File: src/rtl/uart_tx_engine.sv
// uart_tx_engine
//   UART transmit engine: frame-sequencing FSM, LSB-first serializer, parity
//   generator, bit-period counter and registered output in a single block.
//   A word is accepted while idle, or in the final cycle of the last stop bit
//   so that frames can follow back to back with no idle gap.
//
// Ports
//   CLK        in   UART clock
//   RST        in   synchronous active-high reset
//   P_DATA     in   parallel word to send (DATA_WIDTH bits)
//   Data_Valid in   send request, single-cycle or held
//   PAR_EN     in   1 = append a parity bit
//   PAR_TYP    in   0 = even parity, 1 = odd parity
//   STOP2      in   1 = two stop bits, 0 = one
//   TX_OUT     out  registered serial line, idle high
//   busy       out  registered, high while a frame is on the line
//   done       out  registered pulse in the final cycle of the last stop bit

module uart_tx_engine #(
    parameter int DATA_WIDTH   = 8,
    parameter int CLKS_PER_BIT = 1
) (
    input  logic                  CLK,
    input  logic                  RST,
    input  logic [DATA_WIDTH-1:0] P_DATA,
    input  logic                  Data_Valid,
    input  logic                  PAR_EN,
    input  logic                  PAR_TYP,
    input  logic                  STOP2,
    output logic                  TX_OUT,
    output logic                  busy,
    output logic                  done
);

    localparam int CNT_W = (CLKS_PER_BIT > 1) ? $clog2(CLKS_PER_BIT) : 1;
    localparam int IDX_W = $clog2(DATA_WIDTH);

    localparam logic [CNT_W-1:0] CNT_LAST = CNT_W'(CLKS_PER_BIT - 1);
    localparam logic [IDX_W-1:0] IDX_LAST = IDX_W'(DATA_WIDTH - 1);

    typedef enum logic [2:0] {
        IDLE,
        START,
        DATA,
        PARITY,
        STOP
    } tx_state_t;

    tx_state_t             state_q,    state_d;
    logic [CNT_W-1:0]      cnt_q,      cnt_d;
    logic [IDX_W-1:0]      idx_q,      idx_d;
    logic [DATA_WIDTH-1:0] shift_q,    shift_d;
    logic                  par_bit_q,  par_bit_d;
    logic                  par_en_q,   par_en_d;
    logic                  stop2_q,    stop2_d;
    logic                  stop_idx_q, stop_idx_d;
    logic                  tx_out_q,   tx_out_d;
    logic                  busy_q,     busy_d;
    logic                  done_q,     done_d;

    logic bit_end;
    logic last_stop;
    logic accept;

    assign bit_end   = (cnt_q == CNT_LAST);
    // The last stop bit is stop index 0 for one stop bit, index 1 for two.
    assign last_stop = (state_q == STOP) && bit_end && (stop_idx_q == stop2_q);
    assign accept    = Data_Valid && ((state_q == IDLE) || last_stop);

    // Next-state logic. The registered outputs are derived from the *next*
    // state so that TX_OUT/busy/done change on the same edge as the state,
    // giving a start bit on the cycle right after the accepting edge.
    always_comb begin
        state_d    = state_q;
        idx_d      = idx_q;
        shift_d    = shift_q;
        par_bit_d  = par_bit_q;
        par_en_d   = par_en_q;
        stop2_d    = stop2_q;
        stop_idx_d = stop_idx_q;
        cnt_d      = (state_q == IDLE || bit_end) ? '0 : cnt_q + CNT_W'(1);

        case (state_q)
            IDLE: begin
            end
            START: begin
                if (bit_end) begin
                    state_d = DATA;
                    idx_d   = '0;
                end
            end
            DATA: begin
                if (bit_end) begin
                    if (idx_q == IDX_LAST) begin
                        state_d    = par_en_q ? PARITY : STOP;
                        stop_idx_d = 1'b0;
                    end else begin
                        idx_d   = idx_q + IDX_W'(1);
                        shift_d = shift_q >> 1;
                    end
                end
            end
            PARITY: begin
                if (bit_end) begin
                    state_d    = STOP;
                    stop_idx_d = 1'b0;
                end
            end
            STOP: begin
                if (bit_end) begin
                    if (stop_idx_q == stop2_q) begin
                        state_d = IDLE;
                    end else begin
                        stop_idx_d = 1'b1;
                    end
                end
            end
            default: begin
                state_d = IDLE;
            end
        endcase

        // Acceptance overrides the normal sequencing; it only fires in IDLE
        // or in the final stop cycle, so a request mid-frame is dropped.
        if (accept) begin
            state_d    = START;
            cnt_d      = '0;
            idx_d      = '0;
            stop_idx_d = 1'b0;
            shift_d    = P_DATA;
            par_bit_d  = (^P_DATA) ^ PAR_TYP;
            par_en_d   = PAR_EN;
            stop2_d    = STOP2;
        end

        case (state_d)
            START:   tx_out_d = 1'b0;
            DATA:    tx_out_d = shift_d[0];
            PARITY:  tx_out_d = par_bit_d;
            default: tx_out_d = 1'b1;
        endcase

        busy_d = (state_d != IDLE);
        done_d = (state_d == STOP) && (stop_idx_d == stop2_d) && (cnt_d == CNT_LAST);
    end

    // State and output registers; reset aborts any frame and idles the line.
    always_ff @(posedge CLK) begin
        if (RST) begin
            state_q    <= IDLE;
            cnt_q      <= '0;
            idx_q      <= '0;
            shift_q    <= '0;
            par_bit_q  <= 1'b0;
            par_en_q   <= 1'b0;
            stop2_q    <= 1'b0;
            stop_idx_q <= 1'b0;
            tx_out_q   <= 1'b1;
            busy_q     <= 1'b0;
            done_q     <= 1'b0;
        end else begin
            state_q    <= state_d;
            cnt_q      <= cnt_d;
            idx_q      <= idx_d;
            shift_q    <= shift_d;
            par_bit_q  <= par_bit_d;
            par_en_q   <= par_en_d;
            stop2_q    <= stop2_d;
            stop_idx_q <= stop_idx_d;
            tx_out_q   <= tx_out_d;
            busy_q     <= busy_d;
            done_q     <= done_d;
        end
    end

    assign TX_OUT = tx_out_q;
    assign busy   = busy_q;
    assign done   = done_q;

endmodule

File: config.mk
export PLATFORM = sky130hd
export DESIGN_NAME = uart_tx_engine
export DESIGN_NICKNAME = d
export VERILOG_FILES = /design/src/rtl/uart_tx_engine.sv
export SDC_FILE = /design/constraint.sdc
export NUM_CORES = 1
export LEC_CHECK = 0
export ABC_CLOCK_PERIOD_IN_PS = 4900
export CAP_MARGIN = 20
export CORE_MARGIN = 1
export CORE_UTILIZATION = 59
export CTS_BUF_LIST = sky130_fd_sc_hd__clkbuf_2
export DETAILED_ROUTE_END_ITERATION = 7
export PLACE_DENSITY = 0.93
export SLEW_MARGIN = 10
export SYNTH_ARGS = -nofsm -noshare
export SYNTH_HDL_FRONTEND = slang
export SYNTH_SLANG_ARGS = --single-unit
File: constraint.sdc
create_clock -name CLK -period 4.9 [get_ports CLK]
set_input_delay 0.49 -clock CLK [delete_from_list [all_inputs] [get_ports CLK]]
set_output_delay 0.49 -clock CLK [all_outputs]
set_load 0.01 [all_outputs]
==> summary.md <==
| Metric | Value |
|---|---|
| H-tree levels | `1` |
| Clk slew on worst S/H paths | `220 ps` |
| Synth Warn # | `0` |
| Gpl congestion | `0.831` |
| Status | `completed` |
| Diode count | `0` |
| Mapped Cells | `127` |
| Die height | `45.8 µm` |
| Yosys top cell by area | `dfxtp_1` |
| Power Dens Cells | `314 mW/mm²` |
| # resized after CTS | `0` |
| Worst path depth | `7` |
| EDFF count, synth | `0` |
| Layout cells sized above 1 | `0.0432` |
| Setup crit end | `TX_OUT` |
| Worst-skew pair later-pin latency | `340 ps` |
| Detailed router's first-iteration violation count | `21` |
| Unrepaired setup endpoints after global routing | `false` |
| Sequential power share | `0.494` |
| P_sw | `109 µW` |
| Routed Antenna Nets | `0` |
| Vias per inst | `5.82` |
| WP buf/inv | `1` |
| Fmax | `467 MHz` |
| Top cells by area, synth | `dfxtp_1 (39%), a211oi_1 (6.6%), mux2i_1 (6.2%)` |
| Worst endpoint data arrival time | `2410 ps` |
| Synth-to-layout area growth | `17.0%` |
| Wirelength per Cell | `14.0 µm` |
| Overall Power | `415 µW` |
| Largest net degree at the start of global routing | `21` |
| Reg2reg setup slack | `2760 ps` |
| Register area | `440 µm²` |
| Crit path launch | `stop2_q` |
| Cts hold-fix bufs | `0` |
| CP max stage delay | `620 ps` |
| Final Max Slew Viols | `0` |
| Clock root buffer | `clkbuf_2` |
| Register bit total from synthesis | `22` |
| Share of the synthesized area in the top cell type | `0.389` |
| Fin nets | `157` |
| # rows | `15` |
| Core Region | `0.00176 mm²` |
| Max-slew headroom | `0.523` |
| GR Overflow Total | `0` |
| # setup viols final | `0` |
| Worst slew pin tran | `715 ps` |
| Min-Delay Path Class | `flop to flop` |
| Period utilisation layout | `0.437` |
| Critical path required time | `5170 ps` |
| Internal | `307 µW` |
| Initial antenna violation count | `0` |
| Mapped cell area | `0.00113 mm²` |
| CP max-delay cell | `nor2b_1` |
| WL final | `2300 µm` |
| RR Endpoint | `TX_OUT` |
| CTS tree | `built` |
| Synth cell count leaders | `dfxtp_1 (22), nor2_1 (16), a211oi_1 (10), nand2_1 (10), mux2i_1 (7)` |
| Vias | `955` |
| Worst Skew | `19.9 ps` |
| Mapped Nets | `144` |
| Starting density of the core | `0.641` |
| Final TNS setup | `0 ps` |
| Reg2reg path depth | `7` |
| Die area | `0.00210 mm²` |
| Async SR Flop Fraction | `0` |
| Switching Fraction | `0.261` |
| CP Capture Type | `flop` |
| Crit-path leading delay family | `compound AO/OA/AOI/OAI gates` |
| Most numerous cell in the Yosys netlist | `dfxtp_1` |
| Vias in the first global route | `898` |
| Crit path max fanout | `10` |
| GRT Total Usage | `0.252` |
| VDD IR-drop max | `0.000188 V` |
| CTS Buffer Depth | `2` |
| Setup Buffers After CTS | `0` |
| Hold Vio Cnt, Final | `0` |
| LEAKAGE | `0.000472 µW` |
| Main flop type after synthesis | `dfxtp_1` |
| First-pass GRT wire length | `3720 µm` |
| Synth cell types | `39` |
| Sink Count | `22` |
| Clock Power Share | `0.303` |
| Layout filler cell count | `148` |
| # IOs | `17` |
| Critical path type | `flop to flop` |
| Fin crit period | `2140 ps` |
| Max Cap Viol | `0` |
| PortBufs | `16` |
| Comb power frac | `0.203` |
| Post-DP HPWL | `1700 µm` |
| Cts bufs inserted | `3` |
| Crit path launch type | `flop` |
| Sequence of cells on the critical path | `inv_1, ha_1, o21ai_1, nor2b_1, a21oi_1, o2bb2ai_1, a31oi_1` |
| Area of the multi-input gates | `639 µm²` |
| Register area share after synthesis | `0.389` |
| FF-to-FF Start | `stop2_q` |
| Chip width | `45.8 µm` |
| DRC violations left | `0` |
| 1st-pass router iterations | `4` |
| Synth Area per Inst | `8.91 µm²` |
-- worst register-to-register path, delay by kind of cell, from the launching register on --
family,cells,cell delay [ps]
buffers and inverters,1,60
AND/OR/NAND/NOR,1,620
flip-flops,1,430
adder cells (fa/ha/maj),1,320
AO/OA/AOI/OAI,4,650
-- cell usage in the layout (no fill, tap or decap), drive strengths merged, types with 2 or more instances in the layout --
cell type | netlist | routed
inv | 2 | 2
dfxtp | 22 | 22
clkbuf | 4 | 3
or3b | 2 | 2
xnor2 | 5 | 5
o21ai | 4 | 4
o21bai | 2 | 2
a31oi | 2 | 2
mux2i | 7 | 7
nand2 | 10 | 10
nor2b | 6 | 6
ha | 3 | 3
nand3 | 2 | 2
clkdlybuf4s50 | 0 | 16
a211oi | 10 | 10
nor2 | 16 | 16
a21oi | 6 | 6
o2111ai | 2 | 2
nor3 | 3 | 3
-- metrics by stage --
| step | cell area [µm²] | cells | hold WS [ps] | utilization | setup slack (ps) |
|---|---|---|---|---|---|
| final | 1320 | 164 | 493 | 0.750 | 2760 |
| after global routing | 1320 | 164 | 512 | 0.750 | 2570 |
| after CTS | 1320 | 164 | 493 | 0.750 | 2780 |
| after detailed placement | 1280 | 160 | 463 | 0.725 | 2470 |
| after global placement | 1280 | 160 | 448 | 0.725 | 2510 |
| after floorplan | 1130 | 127 | 433 | - | 3210 |
-- worst min-delay path by stage --
stage / startpoint / end / slack, ps / cells past startpoint
finish: idx_q[1] / idx_q[1] / 490 / 2
detailed placement: par_bit_q / par_bit_q / 460 / 2
CTS: idx_q[1] / idx_q[1] / 490 / 2
global placement: par_bit_q / par_bit_q / 450 / 2
floorplan: par_bit_q / par_bit_q / 430 / 2
global route: idx_q[1] / idx_q[1] / 510 / 2
-- power groups by stage --
stage | registers (µW) | clock network [µW] | logic [µW]
final | 205 | 126 | 84.1
after global routing | 207 | 136 | 92.0
after CTS | 205 | 127 | 84.2
after detailed placement | 209 | 0 | 82.9
after global placement | 208 | 0 | 79.8
after floorplan | 203 | 0 | 62.0
-- cells by family after synthesis --
group                    synth area share
AND/OR/NAND/NOR                     0.205
AO/OA/AOI/OAI                       0.196
flip-flops                          0.389
buffers and inverters              0.0454
XOR/XNOR                           0.0664
multiplexers                       0.0619
adder cells (fa/ha/maj)            0.0332
other                             0.00332
-- sequential cells by signal, indices dropped and copies added (netlist names) --
name / flops
shift_q: 8
idx_q: 3
state_q: 3
TX_OUT: 1
busy: 1
cnt_q: 1
done: 1
par_bit_q: 1
par_en_q: 1
stop2_q: 1
stop_idx_q: 1
-- per-layer routing --
layer	routed length (µm)	track usage	vias to the layer above
met5	0	0	-
met4	44	0.106	0
met3	64	0.0238	7
met2	1230	0.480	28
met1	956	0.279	444
li1	-	-	476
-- layout make-up --
type	instances	share of cell area
timing repair buffer	16	0.121
multi-input combinational	95	0.483
inverter	2	0.00567
clock inverter	1	0.0227
tap	25	0.0236
clock buffer	3	0.0113
sequential	22	0.333
No activity file was read; power rests on OpenSTA's default activity.
==> RTL edit 1: new RTL, config.mk and constraints unchanged <==
Register the inputs `P_DATA`, `Data_Valid`, `PAR_EN`, `PAR_TYP` and `STOP2` before use. The logic sees them one clock later. Comments in the files are not updated.
--- a/src/rtl/uart_tx_engine.sv
+++ b/src/rtl/uart_tx_engine.sv
@@ -48,2 +48,16 @@
 
+    logic [DATA_WIDTH-1:0] P_DATA_q;
+    logic Data_Valid_q;
+    logic PAR_EN_q;
+    logic PAR_TYP_q;
+    logic STOP2_q;
+
+    always_ff @(posedge CLK) begin
+        P_DATA_q     <= P_DATA;
+        Data_Valid_q <= Data_Valid;
+        PAR_EN_q     <= PAR_EN;
+        PAR_TYP_q    <= PAR_TYP;
+        STOP2_q      <= STOP2;
+    end
+
     tx_state_t             state_q,    state_d;
@@ -67,3 +81,3 @@
     assign last_stop = (state_q == STOP) && bit_end && (stop_idx_q == stop2_q);
-    assign accept    = Data_Valid && ((state_q == IDLE) || last_stop);
+    assign accept    = Data_Valid_q && ((state_q == IDLE) || last_stop);
 
@@ -129,6 +143,6 @@
             stop_idx_d = 1'b0;
-            shift_d    = P_DATA;
-            par_bit_d  = (^P_DATA) ^ PAR_TYP;
-            par_en_d   = PAR_EN;
-            stop2_d    = STOP2;
+            shift_d    = P_DATA_q;
+            par_bit_d  = (^P_DATA_q) ^ PAR_TYP_q;
+            par_en_d   = PAR_EN_q;
+            stop2_d    = STOP2_q;
         end
Check against the original RTL: not equivalent (a bounded check fails within 4 cycles, from zero or initial values and one cycle with RST high).
==> RTL edit 1 against the unedited design <==
Global-route usage fell by 1.8 points; synthesized area up 15%; power increased by 20%; maximum frequency up 1.6%; critical endpoint unchanged; routed wire length grew 0.91%; design area up 13%; count of clock-buffer cells in the layout grew 3; setup slack improved by 0.034 ns; sequential cell count up 12; sequential share of layout area increased by 12 points; critical path depth is the same.
==> RTL edit 1: results (changes against the unedited design) <==
STA
  • Setup Skew: 0.01257 ns (was 0.01994 ns)
  • Measured slew at the worst slew-check pin: 0.7579 ns (was 0.7146 ns)

Route
  • Drt first pass iters: 4 (unchanged)
  • Initial DRC Count: 21 (unchanged)
  • Vias per Instance: 5.500 (was 5.823)
  • WL per Instance: 13.47 µm (was 14.00 µm)

CTS
  • Clk buf depth: 2 (unchanged)
  • PostCTS Resize Cnt: 0 (unchanged)
  • Total CTS buffers: 5 (was 3)
  • Max H-tree Level: 2 (was 1)
  • Worst-path clk slew: 0.17 ns (was 0.22 ns)
  • Post-CTS Setup Bufs: 0 (unchanged)
  • CTS root buf: clkbuf_2 (unchanged)
  • Worst-skew pair later-pin latency: 0.37 ns (was 0.34 ns)

Cells and area
  • Largest regs: P_DATA_q (8), shift_q (8) (was shift_q (8), idx_q (3), state_q (3))
  • Final nets: 161 (was 157)
  • Ant. Diodes: 0 (unchanged)
  • Layout cells sized above 1: 0.08276 (was 0.04317)

Global routing
  • Vias in the first global route: 868 (was 898)
  • First-pass GRT wire length: 3.933 mm (was 3.719 mm)
  • Largest net degree at the start of global routing: 21 (unchanged)
  • Overflow after GRT: 0 (unchanged)
  • Initial antenna violation count: 0 (unchanged)
  • Gr usage total: 0.2335 (was 0.2517)

Synthesis
  • Synth area leaders: dfxtp_1 (52%), a22oi_1 (5.2%), xnor2_1 (4.0%) (was dfxtp_1 (39%), a211oi_1 (6.6%), mux2i_1 (6.2%))
  • FFs w/ async S/R, synth: 0 (unchanged)
  • Sequential area share after synthesis: 0.5221 (was 0.3894)
  • Ys flop type: dfxtp_1 (unchanged)
  • Synth cell count leaders: dfxtp_1 (34), nor2_1 (10), a22oi_1 (9) (was dfxtp_1 (22), nor2_1 (16), a211oi_1 (10), nand2_1 (10), mux2i_1 (7))
  • Count of different cell masters after synthesis: 38 (was 39)
  • Syn Nets: 144 (unchanged)
  • Synth Warn #: 0 (unchanged)

Worst setup path
  • Worst Path Arrival: 2.39 ns (was 2.41 ns)
  • Worst-path fanout max: 20 (was 10)
  • FF-to-FF path depth: 7 (unchanged)

Power and ir drop
  • P_leak: 0.5884 nW (was 0.4716 nW)
  • Max rail drop VDD: 273.8 µV (was 188.1 µV)

Hold path
  • Hold Path Class: flip-flop to flip-flop (unchanged)
  • Hold Crit Depth: 2 (unchanged)

Place
  • Post-DP HPWL: 1.670 mm (was 1.696 mm)
  • Placer congestion estimate: 0.8720 (was 0.8313)
  • # port buffers: 16 (unchanged)

Flow run
  • Max-Cap Viols: 0 (unchanged)

Run status
  • Status: finished, final reports clean (unchanged)
==> RTL edit 1: final cells by class <==
| class | count | area (µm²) |
|---|---|---|
| Clock buffer | 6 | 30.03 |
| Clock inverter | 2 | 8.758 |
| Fill cell | 164 | 525.5 |
| Inverter | 6 | 22.52 |
| Multi-Input combinational cell | 81 | 560.5 |
| Sequential cell | 34 | 680.7 |
| Tap cell | 27 | 33.78 |
| Timing Repair Buffer | 16 | 160.2 |
==> RTL edit 1: kinds of logic (layout without fill, tap and decap cells) <==
group                      after synthesis  after routing  share of synthesized area
buffers and inverters                   12             30                    0.04798
xor gates and xnor gates                 8              8                    0.06430
DFF                                     34             34                     0.5221
muxes                                    3              3                    0.02303
and+or+nand+nor                         35             35                     0.1459
AOI/OAI and AO/OA                       31             31                     0.1651
other                                    1              1                   0.002876
adders and majority gates                3              3                    0.02879
==> RTL edit 1: critical path, cell delays in order, from the launching register on <==
cell and delay [ns]:
dfxtp_1 0.37, inv_1 0.07, ha_1 0.29, o21ai_1 0.14, and3_1 0.67, nor3b_1 0.16, nor4b_2 0.25, o21bai_1 0.08
==> RTL edit 1: per-layer routing <==
metal / share of wire / global-route usage / vias to the layer above
met5: 0 / 0 / -
met3: 0.029 / 0.1121 / 4
li1: - / - / 476
met4: 0.012 / 0.1029 / 0
met1: 0.42 / 0.2500 / 450
met2: 0.54 / 0.3889 / 16
==> RTL edit 1: worst paths after layout <==
check	from	end	slack (ns)
min reg2reg	shift_q[4]	shift_q[4]	0.47
max reg2reg	stop2_q	TX_OUT	2.79
min	shift_q[4]	shift_q[4]	0.47
max	stop2_q	TX_OUT	2.79
==> RTL edit 1: stage by stage <==
stage / util / area, µm² / cells / worst slack (ns)
floorplan: - / 1304 / 127 / 3.243
global placement: 0.7209 / 1458 / 164 / 2.916
detailed placement: 0.7209 / 1458 / 164 / 2.804
CTS: 0.7401 / 1496 / 172 / 2.788
global route: 0.7401 / 1496 / 172 / 2.637
finish: 0.7401 / 1496 / 172 / 2.794
==> RTL edit 1: where the power goes <==
group	switching (mW)	total [mW]	leakage [nW]	internal (mW)
registers	0.0106	0.304	0.282	0.293
logic	0.0309	0.0681	0.276	0.0372
clock network	0.0896	0.125	0.0304	0.0351
==> RTL edit 2: new RTL, same settings <==
Made on the original files. The parameter `DATA_WIDTH` goes from 8 to 16.
--- a/src/rtl/uart_tx_engine.sv
+++ b/src/rtl/uart_tx_engine.sv
@@ -19,3 +19,3 @@
 module uart_tx_engine #(
-    parameter int DATA_WIDTH   = 8,
+    parameter int DATA_WIDTH   = 16,
     parameter int CLKS_PER_BIT = 1
Ports: changed (resized P_DATA); port bits go from 17 to 25. No check against the original RTL was run, so the function may have changed too.
==> RTL edit 2 against the unedited design <==
Maximum frequency fell by 7.4%; die area grew 29%; setup slack worse by 0.17 ns; power is 34% higher; critical path depth unchanged; routed wire length increased by 45%; via count grew 40%; design area increased by 32%; largest cell class unchanged; largest power group unchanged; synthesized area rose by 31%; sequential cell count rose by 9; non-clock buffer count up 8; clock skew grew 0.0089 ns.
==> RTL edit 2: results (changes against the unedited design) <==
Run status
  • Status: finished, final reports clean (unchanged)

Place
  • Post-DP HPWL: 2.335 mm (was 1.696 mm)
  • Place WS: 2.453 ns (was 2.475 ns)
  • # port buffers: 24 (was 16)
  • Placer congestion estimate: 0.8942 (was 0.8313)

Worst setup path
  • Worst stage delay on the critical path: 0.52 ns (was 0.62 ns)
  • Startpoint types: flip-flop (unchanged)
  • Worst-path fanout max: 15 (was 10)
  • Reg2Reg Setup Slack: 2.59 ns (was 2.76 ns)
  • Crit-path slowest cell: nand3_1 (was nor2b_1)

Power and ir drop
  • Net Sw Power: 171.8 µW (was 108.6 µW)
  • Part of the power in combinational logic: 0.253 (was 0.203)
  • Max rail drop VDD: 270.4 µV (was 188.1 µV)
  • P_leak: 0.6495 nW (was 0.4716 nW)
  • Clock Power Share: 0.223 (was 0.303)

Global routing
  • First-pass GRT wire length: 5.319 mm (was 3.719 mm)
  • Largest net degree at the start of global routing: 26 (was 21)
  • Vias in the first global route: 1,225 (was 898)
  • Gr usage total: 0.2782 (was 0.2517)

Cells and area
  • Layout cells sized above 1: 0.06599 (was 0.04317)
  • Fillers: 169 (was 148)
  • Final nets: 220 (was 157)
  • Largest regs: shift_q (16), idx_q (4), state_q (3) (was shift_q (8), idx_q (3), state_q (3))
  • Design Area, Final: 0.001749 mm² (was 0.001324 mm²)

Route
  • Via count: 1,336 (was 955)
  • WL per Instance: 14.76 µm (was 14.00 µm)
  • Initial DRC Count: 42 (was 21)

CTS
  • Worst-path clk slew: 0.17 ns (was 0.22 ns)
  • Max H-tree Level: 2 (was 1)
  • Worst-skew pair later-pin latency: 0.37 ns (was 0.34 ns)
  • Total CTS buffers: 5 (was 3)

Hold path
  • Hold Crit Depth: 2 (unchanged)

STA
  • Setup Skew: 0.02889 ns (was 0.01994 ns)
  • Measured slew at the worst slew-check pin: 0.9061 ns (was 0.7146 ns)
  • Max Fclk: 0.4324 GHz (was 0.4672 GHz)

Synthesis
  • Synth cell count leaders: dfxtp_1 (31), nor2_1 (23), nand2_1 (19) (was dfxtp_1 (22), nor2_1 (16), a211oi_1 (10), nand2_1 (10), mux2i_1 (7))
  • Sequential area share after synthesis: 0.4193 (was 0.3894)
  • Synth area leaders: dfxtp_1 (42%), xnor2_1 (8.3%), nor2_1 (5.8%) (was dfxtp_1 (39%), a211oi_1 (6.6%), mux2i_1 (6.2%))
  • Syn Nets: 199 (was 144)
  • Count of different cell masters after synthesis: 37 (was 39)
==> RTL edit 2: metal layers <==
metal  GRT usage  vias to the layer above  part of all wire
li1            -                      653                 -
met1      0.3382                      615              0.42
met2      0.4573                       62              0.50
met3     0.06433                        6             0.067
met4      0.1351                        0            0.0087
met5           0                        -                 0
==> RTL edit 2: area by class of cell <==
class,count,area share
inverter,3,0.006438
sequential,31,0.3548
multi-input combinational,131,0.4585
clock inverter,1,0.002861
timing repair buffer,24,0.1373
tap,28,0.02003
clock buffer,7,0.02003
==> RTL edit 2: cell families after synthesis <==
kind of cell	synth area share
fa+ha+maj	0.01690
other cells	0.002533
simple gates	0.2164
mux	0.02113
buf+inv	0.03889
xor+xnor	0.1268
flops	0.4193
compound gates	0.1581
==> RTL edit 2: critical path, delay by kind of cell (launching register included) <==
kind / cells / cell delay (ns)
fa+ha+maj: 1 / 0.28
buf+inv: 1 / 0.06
compound gates: 1 / 0.25
flops: 1 / 0.39
simple gates: 4 / 1.26
==> RTL edit 2: through the flow <==
step / cells / hold WS (ns) / total power [mW]
after floorplan: 175 / 0.4364 / 0.3914
after global placement: 217 / 0.4454 / 0.4260
after detailed placement: 217 / 0.4539 / 0.4346
after CTS: 225 / 0.4730 / 0.5545
after global routing: 225 / 0.4830 / 0.5814
final: 225 / 0.4745 / 0.5564
==> RTL edit 2: worst min path at each step <==
stage	startpoint	to	slack [ns]
after floorplan	shift_q[10]	shift_q[10]	0.44
after global placement	shift_q[1]	shift_q[1]	0.45
after detailed placement	shift_q[14]	shift_q[14]	0.45
after CTS	shift_q[1]	shift_q[1]	0.47
after global routing	shift_q[1]	shift_q[1]	0.48
final	shift_q[1]	shift_q[1]	0.47
